`src/rtl/hsb_axis_avst_bridge.sv`:
```
`default_nettype none
// ============================================================================
// Module   : hsb_axis_avst_bridge
// Brief    : AXI4-Stream sink to Avalon-ST source bridge with FIFO, per-packet
//            byte swap, tkeep checking, error propagation and statistics.
// Revision : 1.0 - initial release
// ============================================================================
module hsb_axis_avst_bridge #(
    parameter int DATA_W       = 64,
    parameter int USER_W       = 1,
    parameter int ERR_USER_BIT = 0,
    parameter int FIFO_DEPTH   = 4,
    parameter int EMPTY_W      = 3,
    parameter int CNT_W        = 32
) (
    input  logic                        clk,
    input  logic                        resetn,
    input  logic                        cfg_byte_swap,
    input  logic                        s_axis_tvalid,
    output logic                        s_axis_tready,
    input  logic [DATA_W-1:0]           s_axis_tdata,
    input  logic [DATA_W/8-1:0]         s_axis_tkeep,
    input  logic                        s_axis_tlast,
    input  logic [USER_W-1:0]           s_axis_tuser,
    output logic                        av_src_valid,
    input  logic                        av_src_ready,
    output logic [DATA_W-1:0]           av_src_data,
    output logic                        av_src_startofpacket,
    output logic                        av_src_endofpacket,
    output logic [EMPTY_W-1:0]          av_src_empty,
    output logic                        av_src_error,
    output logic [$clog2(FIFO_DEPTH):0] fifo_level,
    input  logic                        stat_clr,
    output logic [CNT_W-1:0]            stat_pkt_cnt,
    output logic [CNT_W-1:0]            stat_err_cnt,
    output logic [CNT_W-1:0]            stat_stall_max
);

    localparam int KEEP_W = DATA_W / 8;
    localparam int AW     = $clog2(FIFO_DEPTH);
    localparam int LVL_W  = AW + 1;

    typedef struct packed {
        logic [DATA_W-1:0]  data;
        logic [EMPTY_W-1:0] empty;
        logic               eop;
        logic               err;
    } entry_t;

    function automatic logic [CNT_W-1:0] sat_inc(input logic [CNT_W-1:0] v);
        return (&v) ? v : v + CNT_W'(1);
    endfunction

    entry_t              mem_q [FIFO_DEPTH];
    logic [AW-1:0]       wr_ptr_q, wr_ptr_d, rd_ptr_q, rd_ptr_d;
    logic [LVL_W-1:0]    mem_cnt_q, mem_cnt_d, level_d;
    logic                tready_q, tready_d;
    logic                pkt_err_q, pkt_err_d;
    logic                sop_pending_q, sop_pending_d;
    logic                swap_pkt_q, swap_pkt_d;
    logic                out_valid_q, out_valid_d;
    logic [DATA_W-1:0]   out_data_q, out_data_d;
    logic [EMPTY_W-1:0]  out_empty_q, out_empty_d;
    logic                out_eop_q, out_eop_d;
    logic                out_err_q, out_err_d;
    logic [CNT_W-1:0]    pkt_cnt_q, pkt_cnt_d, err_cnt_q, err_cnt_d;
    logic [CNT_W-1:0]    stall_run_q, stall_run_d, stall_max_q, stall_max_d;

    entry_t              in_entry, src_entry;
    logic [KEEP_W:0]     keep_inc;
    logic [EMPTY_W-1:0]  zero_cnt;
    logic                keep_viol, beat_err;
    logic                push, pop, out_load, mem_empty, mem_rd, mem_wr, bypass, stall;
    logic [DATA_W-1:0]   src_data_rev;

    // Input beat classification and entry formation
    always_comb begin
        keep_inc = {1'b0, s_axis_tkeep} + (KEEP_W+1)'(1);
        zero_cnt = '0;
        for (int i = 0; i < KEEP_W; i++)
            zero_cnt = zero_cnt + EMPTY_W'(~s_axis_tkeep[i]);
        keep_viol = (s_axis_tkeep == '0)
                  | (!s_axis_tlast && !(&s_axis_tkeep))
                  | (s_axis_tlast && ((keep_inc & {1'b0, s_axis_tkeep}) != '0));
        beat_err  = pkt_err_q | s_axis_tuser[ERR_USER_BIT] | keep_viol;

        in_entry.data  = s_axis_tdata;
        in_entry.empty = s_axis_tlast ? zero_cnt : '0;
        in_entry.eop   = s_axis_tlast;
        in_entry.err   = beat_err;
    end

    // The output register is refilled from the FIFO, or straight from the
    // input when the FIFO is empty, giving single-cycle latency.
    always_comb begin
        push      = s_axis_tvalid && tready_q;
        pop       = out_valid_q && av_src_ready;
        out_load  = !out_valid_q || pop;
        mem_empty = (mem_cnt_q == '0);
        mem_rd    = out_load && !mem_empty;
        bypass    = out_load && mem_empty && push;
        mem_wr    = push && !bypass;
        src_entry = mem_empty ? in_entry : mem_q[rd_ptr_q];
    end

    for (genvar b = 0; b < KEEP_W; b++) begin : g_byte_rev
        assign src_data_rev[8*b +: 8] = src_entry.data[8*(KEEP_W-1-b) +: 8];
    end

    always_comb begin
        wr_ptr_d      = wr_ptr_q + AW'(mem_wr);
        rd_ptr_d      = rd_ptr_q + AW'(mem_rd);
        mem_cnt_d     = mem_cnt_q + LVL_W'(mem_wr) - LVL_W'(mem_rd);
        sop_pending_d = pop ? out_eop_q : sop_pending_q;
        swap_pkt_d    = swap_pkt_q;
        out_valid_d   = out_valid_q;
        out_data_d    = out_data_q;
        out_empty_d   = out_empty_q;
        out_eop_d     = out_eop_q;
        out_err_d     = out_err_q;
        if (out_load) begin
            out_valid_d = mem_rd || bypass;
            out_empty_d = '0;
            out_eop_d   = 1'b0;
            out_err_d   = 1'b0;
            if (mem_rd || bypass) begin
                // A beat loaded while sop_pending_d is set starts a packet
                if (sop_pending_d)
                    swap_pkt_d = cfg_byte_swap;
                out_data_d  = swap_pkt_d ? src_data_rev : src_entry.data;
                out_empty_d = src_entry.empty;
                out_eop_d   = src_entry.eop;
                out_err_d   = src_entry.err && src_entry.eop;
            end
        end
        level_d  = mem_cnt_d + LVL_W'(out_valid_d);
        tready_d = (level_d < LVL_W'(FIFO_DEPTH));

        pkt_err_d = pkt_err_q;
        if (push)
            pkt_err_d = s_axis_tlast ? 1'b0 : beat_err;

        stall       = s_axis_tvalid && !tready_q;
        stall_run_d = stall ? sat_inc(stall_run_q) : '0;
        pkt_cnt_d   = pkt_cnt_q;
        err_cnt_d   = err_cnt_q;
        stall_max_d = stall_max_q;
        if (stat_clr) begin
            pkt_cnt_d   = '0;
            err_cnt_d   = '0;
            stall_max_d = '0;
        end else begin
            if (pop && out_eop_q) begin
                pkt_cnt_d = sat_inc(pkt_cnt_q);
                if (out_err_q)
                    err_cnt_d = sat_inc(err_cnt_q);
            end
            if (!stall && (stall_run_q > stall_max_q))
                stall_max_d = stall_run_q;
        end
    end

    always_ff @(posedge clk) begin
        if (!resetn) begin
            wr_ptr_q      <= '0;
            rd_ptr_q      <= '0;
            mem_cnt_q     <= '0;
            tready_q      <= 1'b0;
            pkt_err_q     <= 1'b0;
            sop_pending_q <= 1'b1;
            swap_pkt_q    <= 1'b0;
            out_valid_q   <= 1'b0;
            out_data_q    <= '0;
            out_empty_q   <= '0;
            out_eop_q     <= 1'b0;
            out_err_q     <= 1'b0;
            pkt_cnt_q     <= '0;
            err_cnt_q     <= '0;
            stall_run_q   <= '0;
            stall_max_q   <= '0;
        end else begin
            wr_ptr_q      <= wr_ptr_d;
            rd_ptr_q      <= rd_ptr_d;
            mem_cnt_q     <= mem_cnt_d;
            tready_q      <= tready_d;
            pkt_err_q     <= pkt_err_d;
            sop_pending_q <= sop_pending_d;
            swap_pkt_q    <= swap_pkt_d;
            out_valid_q   <= out_valid_d;
            out_data_q    <= out_data_d;
            out_empty_q   <= out_empty_d;
            out_eop_q     <= out_eop_d;
            out_err_q     <= out_err_d;
            pkt_cnt_q     <= pkt_cnt_d;
            err_cnt_q     <= err_cnt_d;
            stall_run_q   <= stall_run_d;
            stall_max_q   <= stall_max_d;
        end
    end

    always_ff @(posedge clk) begin
        if (resetn && mem_wr)
            mem_q[wr_ptr_q] <= in_entry;
    end

    assign s_axis_tready        = tready_q;
    assign av_src_valid         = out_valid_q;
    assign av_src_data          = out_data_q;
    assign av_src_startofpacket = sop_pending_q & out_valid_q;
    assign av_src_endofpacket   = out_eop_q;
    assign av_src_empty         = out_empty_q;
    assign av_src_error         = out_err_q;
    assign fifo_level           = mem_cnt_q + LVL_W'(out_valid_q);
    assign stat_pkt_cnt         = pkt_cnt_q;
    assign stat_err_cnt         = err_cnt_q;
    assign stat_stall_max       = stall_max_q;

endmodule
`default_nettype wire

```
`config.mk`:
```
export PLATFORM = sky130hd
export DESIGN_NAME = hsb_axis_avst_bridge
export DESIGN_NICKNAME = d
export VERILOG_FILES = /design/src/rtl/hsb_axis_avst_bridge.sv
export SDC_FILE = /design/constraint.sdc
export NUM_CORES = 1
export LEC_CHECK = 0
export ABC_AREA = 1
export BUFFER_PORTS_ARGS = -buffer_cell sky130_fd_sc_hd__buf_2
export CAP_MARGIN = 20
export CORE_MARGIN = 5
export CORE_UTILIZATION = 60
export CTS_CLUSTER_DIAMETER = 100
export DETAILED_ROUTE_END_ITERATION = 12
export PLACE_DENSITY = 0.9
export SYNTH_ARGS = -nofsm -noshare
export SYNTH_HDL_FRONTEND = slang
export SYNTH_SLANG_ARGS = --single-unit
```
`constraint.sdc`:
```
create_clock -name clk -period 17.75 [get_ports clk]
set_input_delay 1.775 -clock clk [delete_from_list [all_inputs] [get_ports clk]]
set_output_delay 1.775 -clock clk [all_outputs]
set_load 0.02 [all_outputs]
```
==> key figures <==
Setup path
  • Kind of critical path: in -> reg
  • Worst r2r src: mem_cnt_q[2]
  • Critical Path AT: 4.82 ns
  • Worst Path Max Fanout: 5
  • Worst setup path startpoint: s_axis_tkeep[0]
  • Crit end category: register
  • R2r worst-path depth: 11
  • Critical Path Sink: av_src_empty[2]
  • Worst EP required: ~18 ns
  • Internal reg-to-reg setup slack: 14.46 ns
  • Reg2reg end: av_src_data[35]
  • CP Launch Type: input port

STA
  • Worst clock skew: 0.0269 ns
  • Slew margin rel.: 0.225
  • Min Tclk post-route: 4.30 ns
  • Fmax: about 230 MHz
  • Final period util: 0.242
  • Pins Over Slew Limit: 0
  • Final WS setup: 13.45 ns
  • Least-Margin Pin Slew: 1.16 ns
  • Setup TNS: 0 ns
  • Endpoints failing hold: 0
  • Hold WS: 0.466 ns
  • Setup-failing EPs final: 0
  • RSZ-0062 raised after global routing: false

Route
  • Vias: about 20000
  • Drt drc: 0
  • Wire per inst: 17.7 microns
  • Initial DRC count: 1786
  • DRT Pass-1 Iters: 6
  • DR vias/cell: 5.65
  • Total wire length: 61400 microns
  • Routed Antenna Nets: 0

Power and ir drop
  • Combinational Power Share: 0.370
  • Leakage power: between 0.01 and 0.015 uW
  • Switching share of power: 0.398
  • PwrDens: between 100 and 150 nW/um^2
  • Internal power: 2340 uW
  • Reg power frac: 0.361
  • P_sw: about 1500 uW
  • Worst IR Drop VDD: 0.140 mV
  • Clk pwr share: 0.269

Floorplan
  • FP Rows: 71
  • Initial core utilization: 0.605
  • Die area: 41900 sq um
  • Core Area: 37600 sq um
  • Die Width: 205 microns
  • I/O pin total: 251
  • Die Height: 205 microns

Synth
  • Ys async rst share: 0
  • Ys flop type: edfxtp_1
  • Ys Warns: 0
  • Syn Nets: 2842
  • Top cells by count, synth: nand2_1 (624), nor2_1 (493), edfxtp_1 (276)
  • Synth Register Bits: a little under 500
  • Gate Count Post-Synth: 2711
  • Top cells by area, synth: edfxtp_1 (36%), dfxtp_1 (18%), nand2_1 (10%), nor2_1 (8.1%), inv_1 (4.1%)
  • Number of synthesized flops with an enable pin: about 280
  • Unique masters post-synth: 43
  • Top cell type's share of synthesized area: 0.364
  • Sequential-to-total area share from yosys stat: 0.548
  • Syn_area_per_cell: 8.39 sq um
  • Mapped Area: around 23000 sq um
  • Most frequent cell after synthesis: nand2_1
  • Yosys top cell by area: edfxtp_1

Clock tree
  • CTS resizes: 0
  • Reg clk slew, reported paths: 0.06 ns
  • CTS Buffer Depth: 3
  • # clock sinks: 485
  • Post-CTS Setup Bufs: 0
  • Root Buffer: clkbuf_16
  • Cts hold-fix bufs: 0
  • CTS H-tree lvls: 2
  • TritonCTS Buffers: 50
  • Worst-Skew Late Latency: 0.61 ns
  • TritonCTS clock tree: yes

Finish
  • Final Cell Area: 25900 sq um
  • Nets@finish: 3037
  • Final non-filler cell total: roughly 3500
  • Layout cells sized above 1: 0.124
  • Area Growth Syn to Fin: 13.9%

Placed design
  • Global placer's final weighted congestion: 0.921
  • Placed Cells: 3364
  • Port Buffer Count: 250
  • DP Area: 24200 sq um
  • Dpl hpwl: 38400 microns
  • DP Worst Slack: 12.89 ns

Run
  • Max-cap viol count: 0

Global route
  • Grt ovf: 0
  • Number of global-route vias before repair: 19392
  • First-pass GRT wire length: 97700 microns
  • Pin count of the biggest net entering global routing: 89
  • Gr usage total: 0.288
  • Initial antenna violation count: 16

Hold path
  • Hold Path Class: reg -> reg

Run status
  • Status: completed
## critical path: stages
cell and delay (ns):
buf_2 0.13, fa_1 0.54, inv_1 0.06, fa_1 0.48, fa_1 0.53, ha_1 0.15, inv_1 0.06, fa_1 0.38
xor2_1 0.17, nor2_1 0.26, o211ai_1 0.13, a21oi_1 0.16
## state kept, by name, indices dropped and copies added, names as in the netlist, 2 cells and up
register / count
av_src_data: 64
av_src_empty: 3
mem_cnt_q: 3
mem_q: 276
rd_ptr_q: 2
stall_run_q: 32
stat_err_cnt: 32
stat_pkt_cnt: 32
stat_stall_max: 32
wr_ptr_q: 2
## cells by family (layout without fill, tap and decap cells)
family | Yosys count | in the layout | synth area share
AND/OR/NAND/NOR | 1352 | 1352 | 0.240
flip-flops | 485 | 485 | 0.548
buffers and inverters | 381 | 618 | 0.0683
AO/OA/AOI/OAI | 378 | 378 | 0.0891
XOR/XNOR | 63 | 63 | 0.0243
adder cells (fa/ha/maj) | 51 | 51 | 0.0297
multiplexers | 1 | 1 | 0.000440
other | 0 | 12 | 0
## area by class of cell
| cell class | instances | area [sq um] |
|---|---|---|
| Tap cell | 511 | 639 |
| Sequential cell | 485 | 12500 |
| Timing Repair Buffer | 267 | 1390 |
| Multi-Input combinational cell | 1845 | 8780 |
| Antenna cell | 12 | 30.0 |
| Clock inverter | 16 | 193 |
| Clock buffer | 78 | 1450 |
| Fill cell | 2845 | 11700 |
| Inverter | 257 | 968 |
## worst min path at each step
stage,start,end,slack [ns],depth (start not counted)
floorplan,sop_pending_q,sop_pending_q,0.45,2
CTS,av_src_empty[2],av_src_empty[2],0.46,2
global route,av_src_empty[0],av_src_empty[0],0.50,2
global placement,av_src_empty[0],av_src_empty[0],0.46,2
detailed placement,av_src_empty[2],av_src_empty[2],0.45,2
finish,av_src_empty[0],av_src_empty[0],0.47,2
## routing by layer
metal	vias to the layer above	share of wire	track usage
met4	12	0.037	0.131
met5	-	0.0015	0
met3	195	0.095	0.0660
met2	964	0.48	0.478
met1	9141	0.39	0.361
li1	9315	-	-
## placed cells by master, fill, tap and decap left out, types with 8 or more instances in the layout
master	n
a21oi_1	116
a31oi_1	71
buf_2	250
buf_4	16
clkbuf_1	20
clkbuf_16	51
clkinv_1	8
dfxtp_1	207
diode_2	12
edfxtp_1	276
ha_1	46
inv_1	248
nand2_1	623
nand3_1	140
nand4_1	20
nor2_1	491
nor3_1	49
nor3_2	8
o21ai_0	161
o21ai_1	14
xnor2_1	17
xor2_1	46
## power by group through the flow
stage | clock network (uW) | logic, uW | registers, uW
floorplan | 0 | 927 | 1500
global placement | 0 | 1330 | 1410
detailed placement | 0 | 1390 | 1420
CTS | 1060 | 1410 | 1400
global route | 1100 | 1600 | 1410
finish | 1050 | 1440 | 1400
## per-stage QoR
step | power [uW] | util
after global placement | 2740 | 0.645
after global routing | 4110 | 0.690
after detailed placement | 2810 | 0.645
after CTS | 3870 | 0.689
final | 3890 | 0.690
after floorplan | 2430 | -
No activity file was read; power rests on OpenSTA's default activity.
